**src/rtl/pc_fetch_unit_pkg.sv**
```systemverilog
// rtl/pc_fetch_unit_pkg.sv - shared constants, types and helpers for the fetch stage
package pc_fetch_unit_pkg;

    localparam int          WORD_W           = 32;
    localparam int          COUNT_W          = 16;
    localparam logic [31:0] RESET_PC_DEFAULT = 32'h0000_0000;
    localparam logic [31:0] NOP_INSTR        = 32'h0000_0000;
    localparam logic [31:0] PC_STEP          = 32'd4;
    localparam logic [15:0] COUNT_MAX        = 16'hFFFF;

    // What the fetch stage does on the coming edge, after priority resolution.
    typedef enum logic [1:0] {
        ACT_ADVANCE  = 2'd0,
        ACT_STALL    = 2'd1,
        ACT_REDIRECT = 2'd2
    } fetch_action_e;

    typedef struct packed {
        logic [WORD_W-1:0] instr;
        logic [WORD_W-1:0] pc_plus4;
        logic              valid;
    } if_id_t;

    function automatic logic [WORD_W-1:0] align_word(input logic [WORD_W-1:0] addr);
        return {addr[WORD_W-1:2], 2'b00};
    endfunction

    function automatic fetch_action_e resolve_action(input logic select, input logic stall);
        if (select)
            return ACT_REDIRECT;
        else if (stall)
            return ACT_STALL;
        else
            return ACT_ADVANCE;
    endfunction

endpackage

```
**src/rtl/pc_fetch_unit_if.sv**
```systemverilog
// rtl/pc_fetch_unit_if.sv - fetch stage bus: redirect/stall controls, imem read, IF/ID outputs
interface pc_fetch_unit_if;
    import pc_fetch_unit_pkg::*;

    logic               select;
    logic [WORD_W-1:0]  branch_target;
    logic               stall;
    logic [WORD_W-1:0]  instr_in;
    logic [WORD_W-1:0]  pc;
    logic [WORD_W-1:0]  if_id_instr;
    logic [WORD_W-1:0]  if_id_pc_plus4;
    logic               if_id_valid;
    logic               flush;
    logic [COUNT_W-1:0] redirect_count;

    // master: the pipeline control / instruction memory side
    modport master (
        output select, branch_target, stall, instr_in,
        input  pc, if_id_instr, if_id_pc_plus4, if_id_valid, flush, redirect_count
    );

    // slave: the fetch unit itself
    modport slave (
        input  select, branch_target, stall, instr_in,
        output pc, if_id_instr, if_id_pc_plus4, if_id_valid, flush, redirect_count
    );

endinterface

```
**src/rtl/pc_fetch_unit_if_id_reg.sv**
```systemverilog
// rtl/pc_fetch_unit_if_id_reg.sv - IF/ID pipeline register with hold and bubble controls
module if_id_reg
    import pc_fetch_unit_pkg::*;
#(
    parameter logic [WORD_W-1:0] NOP_WORD = NOP_INSTR
) (
    input  logic   clk,
    input  logic   reset,
    input  logic   hold,
    input  logic   bubble,
    input  if_id_t d,
    output if_id_t q
);

    if_id_t empty_entry;

    assign empty_entry = '{instr: NOP_WORD, pc_plus4: '0, valid: 1'b0};

    // bubble beats hold: a flushed slot must never keep a wrong-path instruction
    always_ff @(posedge clk) begin
        if (reset) begin
            q <= empty_entry;
        end else if (bubble) begin
            q <= empty_entry;
        end else if (!hold) begin
            q <= d;
        end
    end

endmodule

```
**src/rtl/pc_fetch_unit.sv**
```systemverilog
// rtl/pc_fetch_unit.sv - PC register, next-PC selection, IF/ID register and redirect counter
module pc_fetch_unit
    import pc_fetch_unit_pkg::*;
#(
    parameter logic [WORD_W-1:0] RESET_PC  = RESET_PC_DEFAULT,
    parameter logic [WORD_W-1:0] NOP_INSTR = pc_fetch_unit_pkg::NOP_INSTR
) (
    input  logic                  clk,
    input  logic                  reset,
    pc_fetch_unit_if.slave        fetch
);

    fetch_action_e      action;
    logic [WORD_W-1:0]  pc_reg;
    logic [WORD_W-1:0]  pc_plus4;
    logic [WORD_W-1:0]  redirect_pc;
    logic               flush_reg;
    logic [COUNT_W-1:0] count_reg;
    if_id_t             if_id_d;
    if_id_t             if_id_q;
    logic               if_id_hold;
    logic               if_id_bubble;

    always_comb begin
        action       = resolve_action(fetch.select, fetch.stall);
        pc_plus4     = pc_reg + PC_STEP;
        redirect_pc  = align_word(fetch.branch_target);
        if_id_hold   = (action == ACT_STALL);
        if_id_bubble = (action == ACT_REDIRECT);
        if_id_d      = '{instr: fetch.instr_in, pc_plus4: pc_plus4, valid: 1'b1};
    end

    // PC wraps silently at 2^32; redirect targets are forced word-aligned
    always_ff @(posedge clk) begin
        if (reset) begin
            pc_reg    <= RESET_PC;
            flush_reg <= 1'b0;
            count_reg <= '0;
        end else begin
            case (action)
                ACT_REDIRECT: begin
                    pc_reg    <= redirect_pc;
                    flush_reg <= 1'b1;
                    if (count_reg != COUNT_MAX)
                        count_reg <= count_reg + 16'd1;
                end
                ACT_STALL: begin
                    flush_reg <= 1'b0;
                end
                default: begin
                    pc_reg    <= pc_plus4;
                    flush_reg <= 1'b0;
                end
            endcase
        end
    end

    if_id_reg #(
        .NOP_WORD (NOP_INSTR)
    ) u_if_id_reg (
        .clk    (clk),
        .reset  (reset),
        .hold   (if_id_hold),
        .bubble (if_id_bubble),
        .d      (if_id_d),
        .q      (if_id_q)
    );

    assign fetch.pc             = pc_reg;
    assign fetch.if_id_instr    = if_id_q.instr;
    assign fetch.if_id_pc_plus4 = if_id_q.pc_plus4;
    assign fetch.if_id_valid    = if_id_q.valid;
    assign fetch.flush          = flush_reg;
    assign fetch.redirect_count = count_reg;

endmodule

```
**src/flat_wrapper.sv**
```systemverilog
// flat-port wrapper written by rule: the top's interface ports become plain ports
module pc_fetch_unit_flat import pc_fetch_unit_pkg::*;
#(
    parameter logic [WORD_W-1:0] RESET_PC  = RESET_PC_DEFAULT,
    parameter logic [WORD_W-1:0] NOP_INSTR = pc_fetch_unit_pkg::NOP_INSTR
)
  (clk, reset, fetch_select, fetch_branch_target, fetch_stall, fetch_instr_in, fetch_pc, fetch_if_id_instr, fetch_if_id_pc_plus4, fetch_if_id_valid, fetch_flush, fetch_redirect_count);
  pc_fetch_unit_if fetch_i ();
  input  logic clk;
  input  logic reset;
  input wire logic [$bits(fetch_i.select)-1:0] fetch_select;
  input wire logic [$bits(fetch_i.branch_target)-1:0] fetch_branch_target;
  input wire logic [$bits(fetch_i.stall)-1:0] fetch_stall;
  input wire logic [$bits(fetch_i.instr_in)-1:0] fetch_instr_in;
  output wire logic [$bits(fetch_i.pc)-1:0] fetch_pc;
  output wire logic [$bits(fetch_i.if_id_instr)-1:0] fetch_if_id_instr;
  output wire logic [$bits(fetch_i.if_id_pc_plus4)-1:0] fetch_if_id_pc_plus4;
  output wire logic [$bits(fetch_i.if_id_valid)-1:0] fetch_if_id_valid;
  output wire logic [$bits(fetch_i.flush)-1:0] fetch_flush;
  output wire logic [$bits(fetch_i.redirect_count)-1:0] fetch_redirect_count;
  assign fetch_i.select = fetch_select;
  assign fetch_i.branch_target = fetch_branch_target;
  assign fetch_i.stall = fetch_stall;
  assign fetch_i.instr_in = fetch_instr_in;
  assign fetch_pc = fetch_i.pc;
  assign fetch_if_id_instr = fetch_i.if_id_instr;
  assign fetch_if_id_pc_plus4 = fetch_i.if_id_pc_plus4;
  assign fetch_if_id_valid = fetch_i.if_id_valid;
  assign fetch_flush = fetch_i.flush;
  assign fetch_redirect_count = fetch_i.redirect_count;
  pc_fetch_unit #(.RESET_PC(RESET_PC), .NOP_INSTR(NOP_INSTR)) u_core (.clk(clk), .reset(reset), .fetch(fetch_i));
endmodule
```
**config.mk**
```make
export PLATFORM = sky130hd
export DESIGN_NAME = pc_fetch_unit_flat
export DESIGN_NICKNAME = d
export VERILOG_FILES = /design/src/rtl/pc_fetch_unit_pkg.sv /design/src/rtl/pc_fetch_unit_if.sv /design/src/rtl/pc_fetch_unit_if_id_reg.sv /design/src/rtl/pc_fetch_unit.sv /design/src/flat_wrapper.sv
export SDC_FILE = /design/constraint.sdc
export NUM_CORES = 1
export LEC_CHECK = 0
export CAP_MARGIN = 20
export CORE_UTILIZATION = 49
export CTS_CLUSTER_DIAMETER = 50
export CTS_CLUSTER_SIZE = 12
export DETAILED_ROUTE_END_ITERATION = 6
export HOLD_SLACK_MARGIN = 0.05
export PLACE_DENSITY = 0.85
export SETUP_SLACK_MARGIN = 0.5
export SYNTH_ARGS = -nofsm -noshare
export SYNTH_HDL_FRONTEND = slang
export SYNTH_SLANG_ARGS = --single-unit
```
**constraint.sdc**
```tcl
create_clock -name clk -period 3 [get_ports clk]
set_input_delay 0.9 -clock clk [delete_from_list [all_inputs] [get_ports clk]]
set_output_delay 0.9 -clock clk [all_outputs]
set_load 0.05 [all_outputs]
```
==> After elaboration in Yosys (flattened, before gate mapping) <==
Index checks and enable logic that the tools add are counted.
{ "word_totals": {"regBits": 114, "latchBits": 0, "mem_bits_rw": 0, "romBits": 0, "input_bits": 68, "out_inout_bits": 114, "word_cells": 17, "memories": 0} }
{ "op_classes": {"add_sub_neg": 2, "n_mul": 0, "div_mod_pow": 0, "n_lt_le_gt_ge": 0, "eq_ne": 3, "shifts": 0, "n_mux": 4, "n_bitwise": 0, "n_reduce_logical": 2} }
{ "ops": {"columns": ["operator", "n"], "rows": [
  ["$pmux W32 S2", 1],
  ["$add A32 B3 Y32 const B", 1],
  ["$add A16 B1 Y16 const B", 1],
  ["$ne A16 B16 Y1 const B", 1],
  ["$eq A2 B1 Y1 const B", 1],
  ["$eq A2 B2 Y1 const B", 1],
  ["$mux W1", 2],
  ["$mux W2", 1],
  ["$reduce_and A2 Y1", 1],
  ["$reduce_or A2 Y1", 1]
]} }

==> Longest topological paths before layout <==
Gate-level depths: netlist (run 1).
{ "depth": {"depth_word": 4, "ltp_mapped": 7, "depth_no_buf": 5} }

==> By module <==
A second synthesis (run 1) with hierarchy kept.
{ "unflattened": {"hier_cells": 614, "hier_area_um2": 5491.5} }
{ "modules_own_cells": {"columns": ["module", "n_inst", "cells_each", "area_per_inst_um2", "seq_area_each_um2"], "rows": [
  ["pc_fetch_unit", 1, 404, 3153.0, 940.9],
  ["if_id_reg", 1, 210, 2338.5, 1301.2]
]} }

==> Worst setup path after synthesis (run 1) <==
OpenSTA, ideal clock, no wires.
{ "synth_path": {"path_kind": "register -> register", "from": "register u_core.pc_reg[2], in the netlist u_core.fetch.pc[2]", "to": "register u_core.u_if_id_reg.q[25] (netlist bit)", "setup_time_ns": 0.074, "arrival_ns": 2.292, "t_required_ns": 2.926, "slack_ns": 0.634, "path_stages_with_launch": 7, "n_path_buf": 1, "period_less_slack_ns": 2.366, "cell_sequence": "dfxtp_1 -> ha_1 -> nand3_1 -> or2_1 -> clkbuf_1 -> or4_1 -> a31oi_1"} }
{ "synth_between": {"elab_chain_len": 1} }
{ "synth_rtl": {"columns": ["element", "line_no", "source"], "rows": [
  ["from (decl)", "pc_fetch_unit.sv:14", "logic [WORD_W-1:0] pc_reg;"],
  ["from (signal assigned)", "pc_fetch_unit.sv:42", "pc_reg <= redirect_pc;"],
  ["from (signal assigned)", "pc_fetch_unit.sv:51", "pc_reg <= pc_plus4;"],
  ["$add A32 B3 Y32", "pc_fetch_unit.sv:26", "pc_plus4 = pc_reg + PC_STEP;"],
  ["to (signal assigned)", "pc_fetch_unit_if_id_reg.sv:22", "q <= empty_entry;"],
  ["to (signal assigned)", "pc_fetch_unit_if_id_reg.sv:24", "q <= empty_entry;"],
  ["to (decl)", "pc_fetch_unit_if_id_reg.sv:12", "output if_id_t q"]
]} }
No other way between the ends.
A chain may end at the register's enable or synchronous reset.

==> Worst setup path in the final report (run 1) <==
{ "layout_path": {"from": "register u_core.u_if_id_reg.q[4] (netlist bit)", "to": "output fetch_if_id_pc_plus4[3]"} }
{ "layout_rtl": {"columns": ["element", "line_no", "source"], "rows": [
  ["to (decl)", "flat_wrapper.sv:17", "output wire logic [$bits(fetch_i.if_id_pc_plus4)-1:0] fetch_if_id_pc_plus4;"]
]} }
No word-level cell between the ends.

==> impl_metrics.toml, run 1 <==
[worst_setup_path]
critPathMaxStageDelay_ps = 830
worstPathRequired_ps = 2100
critPathTopFamily = "buffers and inverters"
critPathMaxFanout = 2
crit_buf_inv = 1
worstSetupEndpointType = "output port"
slowest_stage = "clkdlybuf4s50_1"
arrival_ps = 1550
cp-start-kind = "flip-flop"
cp_cell_sequence = "clkdlybuf4s50_1"
crit_type = "flip-flop to output port"

[cts]
cts.sinks = 110
clk_root_buffer_cell = "clkbuf_8"
cts.htree.levels = 3
cts_buffers = 9
path_clk_slew_ps = 110
cts_buffer_depth = 2
worstSkewPairLatency_ps = 370
post-cts-setup-buffer-count = 0
cts_tree = "done"

[global_routing]
grt_max_degree = 48
grt_pass1_wl_um = 25610
grt_pass1_vias = 5268
track_usage = 0.2837
antenna_found_initial = 0
overflow = 0

[sta]
grt_setup_unrepaired = "false"
min_period_over_period = 0.8151
finalClockSkew_ps = 16.99
finalHoldViolations = 0
tightest_slew_ps = 690.0
tns_ps = 0
slew_headroom = 0.5335
maxSlewViolCount = 0
setup_viol_count_final = 0
fmax_mhz = 408.9
finalCriticalPeriod_ps = 2445

[finish]
drive_above_1_share = 0.06650
final_nets = 847
final_util = 0.7088
syn_to_final_growth_pct = 38.51
num-fill-cells = 862
largest_register_ffs = 63
antennaDiodeCount = 0

[synth]
ys_ff_latch = 110
yosysWarnings = 0
async_flop_share = 0
synth_area_leaders = "dfxtp_1 41%, mux2i_1 6.2%, nor2_1 5.0%, o21ai_0 3.3%, a21oi_1 2.6%"
yosysTopAreaCell = "dfxtp_1"
avgSynthCellArea_um2 = 8.608
synth_seq_area_share = 0.4113
ys.flop_type = "dfxtp_1"
synth_edf_count = 0
synth_cell_types = 52
synthCells = 622
syn_area_um2 = 5354
synth_top_area_share = 0.4113

[routing]
wirelength_um = 16040
drtPass1Iterations = 4
ant_nets = 0
drt-initial-drc-count = 247
vias_per_cell = 6.032
num_vias = 5537
wire_per_inst_um = 17.48
drc = 0

[min_path]
min_path_type = "flip-flop to flip-flop"

[pwr]
p_int_w = 0.002156
clkPwrFrac = 0.290
p_seq_frac = 0.507
vdd_drop_max_uv = 290.8
p_per_area_nw_per_um2 = 424.2
leakage_nw = 3.000
share_comb_of_total_power = 0.204
p_sw_w = 0.0009900
power.share.switching = 0.3147

[run_status]
outcome = "finished, final reports clean"

[floorplanning]
num_io_pins = 182
coreArea_um2 = 10460
die_h_um = 106.5
die_x_um = 106.5
start_util = 0.5117
rows = 37
die_area_um2 = 11350

[placed_design]
place.gp.congestion = 0.8448
dpl.hpwl_um = 11650
io_buffers = 175

[job]
maxCapViolations = 0
[cell families after synthesis]
| kind of cell | Yosys count | synth area share |
|---|---|---|
| xor+xnor | 22 | 0.03599 |
| buf+inv | 58 | 0.04510 |
| other cells | 1 | 0.0007004 |
| simple gates | 247 | 0.2496 |
| flops | 110 | 0.4113 |
| fa+ha+maj | 2 | 0.004673 |
| compound gates | 141 | 0.1741 |
| mux | 41 | 0.07852 |
[layout make-up]
class                           instances  area [um^2]  share of cell area
Multi-Input combinational cell        457         2935              0.3958
Sequential cell                       110         2202              0.2969
Timing Repair Buffer                  193         1896              0.2556
Tap cell                              136        170.2             0.02295
Clock buffer                           12        135.1             0.01822
Clock inverter                          4        55.05            0.007424
Inverter                                6        22.52            0.003037
[per-layer routing]
layer / vias up / track usage / wire (um)
li1: 2607 / - / -
met4: 0 / 0.09687 / 380
met2: 271 / 0.5125 / 8015
met3: 30 / 0.08706 / 1463
met5: - / 0 / 0
met1: 2629 / 0.3134 / 6183
[cell usage after synthesis, types with 3 or more instances]
cell type and count:
nor4b_1 3, buf_4 4, buf_2 7, mux2_2 8
a31oi_1 12, a211oi_1 17, or3_1 9, o31ai_1 16
nand3_1 17, nand2_1 37, or4_1 18, o21ai_0 35
nor2_1 72, xor2_1 6, dfxtp_1 110, and2_1 5
a311oi_1 14, xnor2_1 16, mux2i_1 33, and4_1 14
a2111oi_0 3, clkbuf_1 34, and3_1 8, inv_1 6
nor3_1 13, a21oi_1 28, nor4_1 12, nor2b_1 12
or2_2 5, nand4_1 9, nand2b_1 4, buf_1 7
[through the flow]
| step | total power (W) | instances | setup WS (ps) | hold WS (ps) | instance area, um^2 |
|---|---|---|---|---|---|
| after global placement | 0.002267 | 902 | 252.9 | 444.1 | 7231 |
| after detailed placement | 0.002284 | 902 | 196.9 | 459.0 | 7231 |
| after global routing | 0.003266 | 918 | 502.2 | 485.0 | 7416 |
| after CTS | 0.003149 | 918 | 515.6 | 473.7 | 7365 |
| after floorplan | 0.002011 | 625 | 633.6 | 676.1 | 5365 |
| final | 0.003146 | 918 | 554.6 | 464.6 | 7416 |
[power by group through the flow]
stage	sequential (W)	clock, W	combinational, W
2_1_floorplan	0.00180	0	0.000207
3_3_place_gp	0.00162	0	0.000644
3_5_place_dp	0.00163	0	0.000657
4_1_cts	0.00159	0.000916	0.000640
5_1_grt	0.00160	0.000986	0.000676
6_report	0.00159	0.000911	0.000640
[placed cells by master, fill, tap and decap left out, drive strengths merged, types with 6 or more instances in the layout]
cell type,Yosys,routed
nor2,72,72
inv,6,7
nand4,10,10
a211oi,17,17
or3,9,9
a311oi,14,14
nor3,13,13
buf,18,20
nor4,14,14
nand3,17,17
dlygate4sd2,0,45
o21ai,35,35
mux2,8,8
o31ai,16,16
mux2i,33,33
and3,8,8
dfxtp,110,110
a21oi,28,28
dlymetal6s2s,0,15
clkbuf,34,12
xor2,6,6
and4,14,14
clkdlybuf4s50,0,113
a31oi,12,12
nor2b,12,12
or2,6,6
xnor2,16,16
nand2,37,37
or4,18,18
[final timing paths]
path	to	slack, ps	cells past startpoint	from
hold reg to reg	u_core.u_if_id_reg.q[5]$_SDFFE_PP0P_	460	2	u_core.u_if_id_reg.q[5]$_SDFFE_PP0P_
hold / removal	u_core.u_if_id_reg.q[5]$_SDFFE_PP0P_	460	2	u_core.u_if_id_reg.q[5]$_SDFFE_PP0P_
setup reg to reg	u_core.fetch.pc[18]$_SDFFE_PP0P_	730	5	u_core.fetch.pc[2]$_SDFFE_PP0P_
setup / recovery	fetch_if_id_pc_plus4[3]	550	1	u_core.u_if_id_reg.q[4]$_SDFFE_PP0P_
[repair_timing]
action	CTS	global route
hold buffers	0	0
setup endpoints to repair	45	17
gates resized for setup	45	17
(Power assumes the default switching activity.)
==> inputs of run 2 (changes only) <==
CORE_UTILIZATION = 41   (was 49)
PLACE_DENSITY = 0.76   (was 0.85)
clock period = 2 ns   (was 3 ns; I/O delays follow)
==> run 2 against run 1 <==
Compared with the run above: cell count grew 20%; via count grew 22%; flip-flop and latch count is the same; count of clock-buffer cells in the layout shrank 1; sequential share of layout area shrank 5.7 points; register-to-register slack lost 590 ps; critical path type is now flip-flop to flip-flop; largest power group unchanged; highest routed layer unchanged.
==> impl_metrics.toml, run 2 (synthesized netlist as in run 1, its figures left out) <==
[finish]
final_cell_mix = "117 x buf_4, 106 x buf_6, 68 x nor2_1, 62 x clkdlybuf4s50_1"
instances_no_fill = 1103
syn_to_final_growth_pct = 89.09
antennaDiodeCount = 0
finish.instance_area_um2 = 10120
largest_register_ffs = 63
final_nets = 996
final_common_cell = "buf_4"
drive_above_1_share = 0.5263

[pwr]
finalPower_w = 0.005635
power.share.switching = 0.3152
p_seq_frac = 0.423
p_int_w = 0.003859
p_per_area_nw_per_um2 = 556.6
clkPwrFrac = 0.331
share_comb_of_total_power = 0.246
p_sw_w = 0.001776
vdd_drop_max_uv = 400.9
leakage_nw = 4.089

[cts]
clk_root_buffer_cell = "clkbuf_16"
cts_buffers = 9
cts.sinks = 110
postCtsHoldBufs = 0
cts_buffer_depth = 2
cts.htree.levels = 3
worstSkewPairLatency_ps = 360
path_clk_slew_ps = 80
cts_tree = "done"

[worst_setup_path]
critPathMaxFanout = 5
critPathMaxStageDelay_ps = 400
crit_type = "flip-flop to flip-flop"
crit_top_cell = "buf_4"
slowest_stage = "dfxtp_4"
worstSetupEndpointType = "flip-flop"
cp-start-kind = "flip-flop"
cp_cell_sequence = "nand4_2 > buf_4 > nor4_4 > buf_4 > buf_4 > xnor2_1 > a211oi_1"
crit_buf_inv = 3
arrival_ps = 2120
critPathTopFamily = "simple AND/OR/NAND/NOR gates"
worstPathRequired_ps = 2260

[routing]
ant_nets = 0
drt-initial-drc-count = 843
num_vias = 6762
wirelength_um = 23720
wire_per_inst_um = 21.50
drtPass1Iterations = 7
drc = 0
vias_per_cell = 6.131

[global_routing]
grt_max_degree = 47
gr-usage-met1 = 0.3562
grt_pass1_vias = 6298
antenna_found_initial = 0
overflow = 0
met3_usage = 0.07577
top_usage_layer = "met2"
track_usage = 0.3061
gr-usage-met2 = 0.5168
grt_pass1_wl_um = 32000

[sta]
min_period_over_period = 0.9305
tns_ps = 0
grt_setup_unrepaired = "true"
setup_viol_count_final = 0
fmax_mhz = 537.3
whs_ps = 479.8
finalClockSkew_ps = 8.430
finalCriticalPeriod_ps = 1861
maxSlewViolCount = 0
finalHoldViolations = 0

[placed_design]
dpl.hpwl_um = 12310
place.gp.congestion = 0.8855
place_area_um2 = 7612
io_buffers = 175
place_inst = 969

[floorplanning]
start_util = 0.4225
coreArea_um2 = 12670
rows = 41
die_h_um = 116.3
die_x_um = 116.3
die_area_um2 = 13520
num_io_pins = 182

[job]
maxCapViolations = 0

[run_status]
outcome = "finished, final reports clean"

[min_path]
min_path_type = "flip-flop to flip-flop"
-- run 2: cell count changes in the layout (fill, tap and decap cells not counted), sizes merged --
cell	delta
clkdlybuf4s50	-51
bufinv	-1
dlymetal6s2s	-15
inv	+1
clkdlybuf4s15	+1
and2	+1
dlygate4sd2	-45
nand4	+1
clkinvlp	-1
buf	+256
clkinv	+2
-- run 2: repair_timing --
item                                    CTS  global route
buffers inserted                         72            41
gates cloned                              3             2
gates resized for setup                 214           133
pin swaps                                57            44
endpoints found under the setup margin  201           158
-- run 2: layout make-up --
class                           count  area, um^2
Inverter                            6       25.02
Multi-Input combinational cell    459        3611
Clock buffer                       11       264.0
Sequential cell                   110        2432
Fill cell                         702        2547
Clock inverter                      5       37.54
Tap cell                          172       215.2
Timing Repair Buffer              340        3538
-- run 2: routing by layer --
metal	wire [um]	up-vias
met5	0	-
met4	1133	0
met3	2395	133
met2	11450	505
met1	8736	3212
li1	-	2912
-- run 2: power groups by stage --
| stage | clock network [W] | logic, W | registers (W) |
|---|---|---|---|
| 6_report | 0.00186 | 0.00139 | 0.00238 |
| 5_1_grt | 0.00196 | 0.00144 | 0.00239 |
| 4_1_cts | 0.00186 | 0.00122 | 0.00237 |
| 3_5_place_dp | 0 | 0.000993 | 0.00244 |
| 3_3_place_gp | 0 | 0.000976 | 0.00243 |
| 2_1_floorplan | 0 | 0.000346 | 0.00270 |
-- run 2: path summary, 6_finish.rpt --
check | from | end | slack, ps | depth (start not counted)
worst max-delay path | u_core.fetch.pc[5]$_SDFFE_PP0P_ | u_core.fetch.pc[12]$_SDFFE_PP0P_ | 140 | 7
worst min-delay path | u_core.u_if_id_reg.q[0]$_SDFFE_PP0P_ | u_core.u_if_id_reg.q[0]$_SDFFE_PP0P_ | 480 | 1
worst max register to register | u_core.fetch.pc[5]$_SDFFE_PP0P_ | u_core.fetch.pc[12]$_SDFFE_PP0P_ | 140 | 7
worst min register to register | u_core.u_if_id_reg.q[0]$_SDFFE_PP0P_ | u_core.u_if_id_reg.q[0]$_SDFFE_PP0P_ | 480 | 1
-- run 2: metrics by stage --
| step | setup slack (ps) | util |
|---|---|---|
| 6_report | 139.0 | 0.7990 |
| 5_1_grt | 82.22 | 0.7990 |
| 4_1_cts | 205.7 | 0.7330 |
| 3_5_place_dp | -243.2 | 0.6008 |
| 3_3_place_gp | -195.9 | 0.6008 |
| 2_1_floorplan | 54.54 | - |
-- run 2: worst register-to-register path: cells and delay by family, from the launching register on --
family                    cells  cell delay, ps
AOI/OAI and AO/OA             1             220
xor gates and xnor gates      1              60
buffers and inverters         3             530
DFF                           1             400
and+or+nand+nor               2             550
==> inputs of run 3 (changes only) <==
RECOVER_POWER = 100   (was not set)
==> run 3 against run 2 <==
Compared with the run above: global-route usage did not move; power fell by 1.8%; routed wire length fell by 0.41%; first-iteration DRC count fell by 12%; clock skew fell by 1.8 ps; critical endpoint is now u_core.fetch.pc[30]$_SDFFE_PP0P_; largest cell class unchanged.
==> impl_metrics.toml, run 3 (synthesized netlist as in run 1, its figures left out) <==
[cts]
path_clk_slew_ps = 80
cts_buffers = 9
cts.htree.levels = 3
clk_root_buffer_cell = "clkbuf_16"
cts_buffer_depth = 2
cts_tree = "done"
cts.sinks = 110
worstSkewPairLatency_ps = 360

[finish]
antennaDiodeCount = 0
syn_to_final_growth_pct = 72.91
final_nets = 996
drive_above_1_share = 0.3996
finish.instance_area_um2 = 9258
final_util = 0.7306
final_common_cell = "buf_4"
num-fill-cells = 875
largest_register_ffs = 63
final_cell_mix = "115 x buf_4, 77 x clkbuf_1, 69 x nor2_1, 62 x clkdlybuf4s50_1, 45 x dfxtp_2"

[sta]
tightest_slew_ps = 713.3
fmax_mhz = 516.8
setup_viol_count_final = 0
finalHoldViolations = 0
whs_ps = 465.6
maxSlewViolCount = 0
layout_setup_ws_ps = 65.09
grt_setup_unrepaired = "true"
finalCriticalPeriod_ps = 1935
slew_headroom = 0.5245
finalClockSkew_ps = 6.606
min_period_over_period = 0.9675

[placed_design]
io_buffers = 175
place_ws_ps = -243.2
place.gp.congestion = 0.8855
place_area_um2 = 7612
dpl.hpwl_um = 12310

[routing]
vias_per_cell = 6.063
wire_per_inst_um = 21.41
ant_nets = 0
drc = 0
drtPass1Iterations = 6
drt-initial-drc-count = 742
num_vias = 6688
wirelength_um = 23620

[worst_setup_path]
critPathMaxFanout = 5
arrival_ps = 2210
worstSetupEndpointType = "flip-flop"
crit_type = "flip-flop to flip-flop"
cp-start-kind = "flip-flop"
crit_top_cell = "buf_4"
slowest_stage = "dfxtp_1"
worstPathRequired_ps = 2270
critPathMaxStageDelay_ps = 500
cp_cell_sequence = "buf_4 > nand4_1 > buf_4 > nor4b_2 > a311oi_1 > nor3_1"

[pwr]
p_sw_w = 0.001756
finalPower_w = 0.005535
p_int_w = 0.003779
p_seq_frac = 0.430
power.share.switching = 0.3172
clkPwrFrac = 0.336
vdd_drop_max_uv = 397.2
leakage_nw = 3.661
share_comb_of_total_power = 0.234
p_per_area_nw_per_um2 = 597.9

[floorplanning]
die_x_um = 116.3
num_io_pins = 182
coreArea_um2 = 12670
start_util = 0.4225
die_area_um2 = 13520
rows = 41
die_h_um = 116.3

[global_routing]
track_usage = 0.3061
grt_max_degree = 47
grt_pass1_vias = 6298
grt_pass1_wl_um = 32000
antenna_found_initial = 0
overflow = 0

[run_status]
outcome = "finished, final reports clean"

[job]
maxCapViolations = 0

[min_path]
min_path_type = "flip-flop to flip-flop"
==> run 3: cell types whose count changed in the layout (fill, tap and decap cells not counted), moves of 4 or more <==
cell / change
dfxtp_4: -17
dfxtp_1: +18
buf_8: -15
buf_6: -65
dlymetal6s2s_1: +4
clkbuf_1: +77
==> run 3: area by class of cell <==
class | count | area (um^2) | area share
Timing Repair Buffer | 340 | 2898 | 0.3130
Inverter | 6 | 25.02 | 0.002703
Tap cell | 172 | 215.2 | 0.02325
Sequential cell | 110 | 2367 | 0.2557
Multi-Input combinational cell | 459 | 3451 | 0.3728
Clock inverter | 5 | 37.54 | 0.004055
Clock buffer | 11 | 264.0 | 0.02852
==> run 3: worst paths after layout <==
| kind | startpoint | endpoint | slack, ps | cells after the start |
|---|---|---|---|---|
| worst max-delay path | u_core.fetch.pc[13]$_SDFFE_PP0P_ | u_core.fetch.pc[30]$_SDFFE_PP0P_ | 70 | 6 |
| worst min-delay path | u_core.u_if_id_reg.q[0]$_SDFFE_PP0P_ | u_core.u_if_id_reg.q[0]$_SDFFE_PP0P_ | 470 | 1 |
| worst max register to register | u_core.fetch.pc[13]$_SDFFE_PP0P_ | u_core.fetch.pc[30]$_SDFFE_PP0P_ | 70 | 6 |
| worst min register to register | u_core.u_if_id_reg.q[0]$_SDFFE_PP0P_ | u_core.u_if_id_reg.q[0]$_SDFFE_PP0P_ | 470 | 1 |
==> run 3: through the flow <==
stage | TNS, ps | std cells
after floorplan | 0 | 625
after global placement | -6406 | 969
after detailed placement | -8610 | 969
after CTS | 0 | 1060
after global routing | 0 | 1103
final | 0 | 1103
==> run 3: timing repair <==
action,CTS,global route
setup buffers,72,41
pin swaps,57,44
hold buffers,0,0
endpoints found under the setup margin,201,158
gates cloned,3,2
resized for setup,214,133
==> run 3: critical path: cells and delay by family, from the launching register on <==
family / cells / cell delay (ps)
AOI/OAI and AO/OA: 1 / 160
buffers and inverters: 2 / 380
DFF: 1 / 500
and+or+nand+nor: 3 / 820
==> run 3: routing by layer <==
metal | GRT usage | up-vias | wire length (um)
met2 | 0.5168 | 467 | 11480
li1 | - | 2909 | -
met1 | 0.3562 | 3186 | 8812
met4 | 0.1667 | 0 | 1078
met3 | 0.07577 | 126 | 2246
met5 | 0 | - | 0
==> run 3: power groups by stage <==
stage	sequential, W	clock (W)	combinational [W]
2_1_floorplan	0.00270	0	0.000346
3_3_place_gp	0.00243	0	0.000976
3_5_place_dp	0.00244	0	0.000993
4_1_cts	0.00237	0.00186	0.00122
5_1_grt	0.00239	0.00196	0.00135
6_report	0.00238	0.00186	0.00130
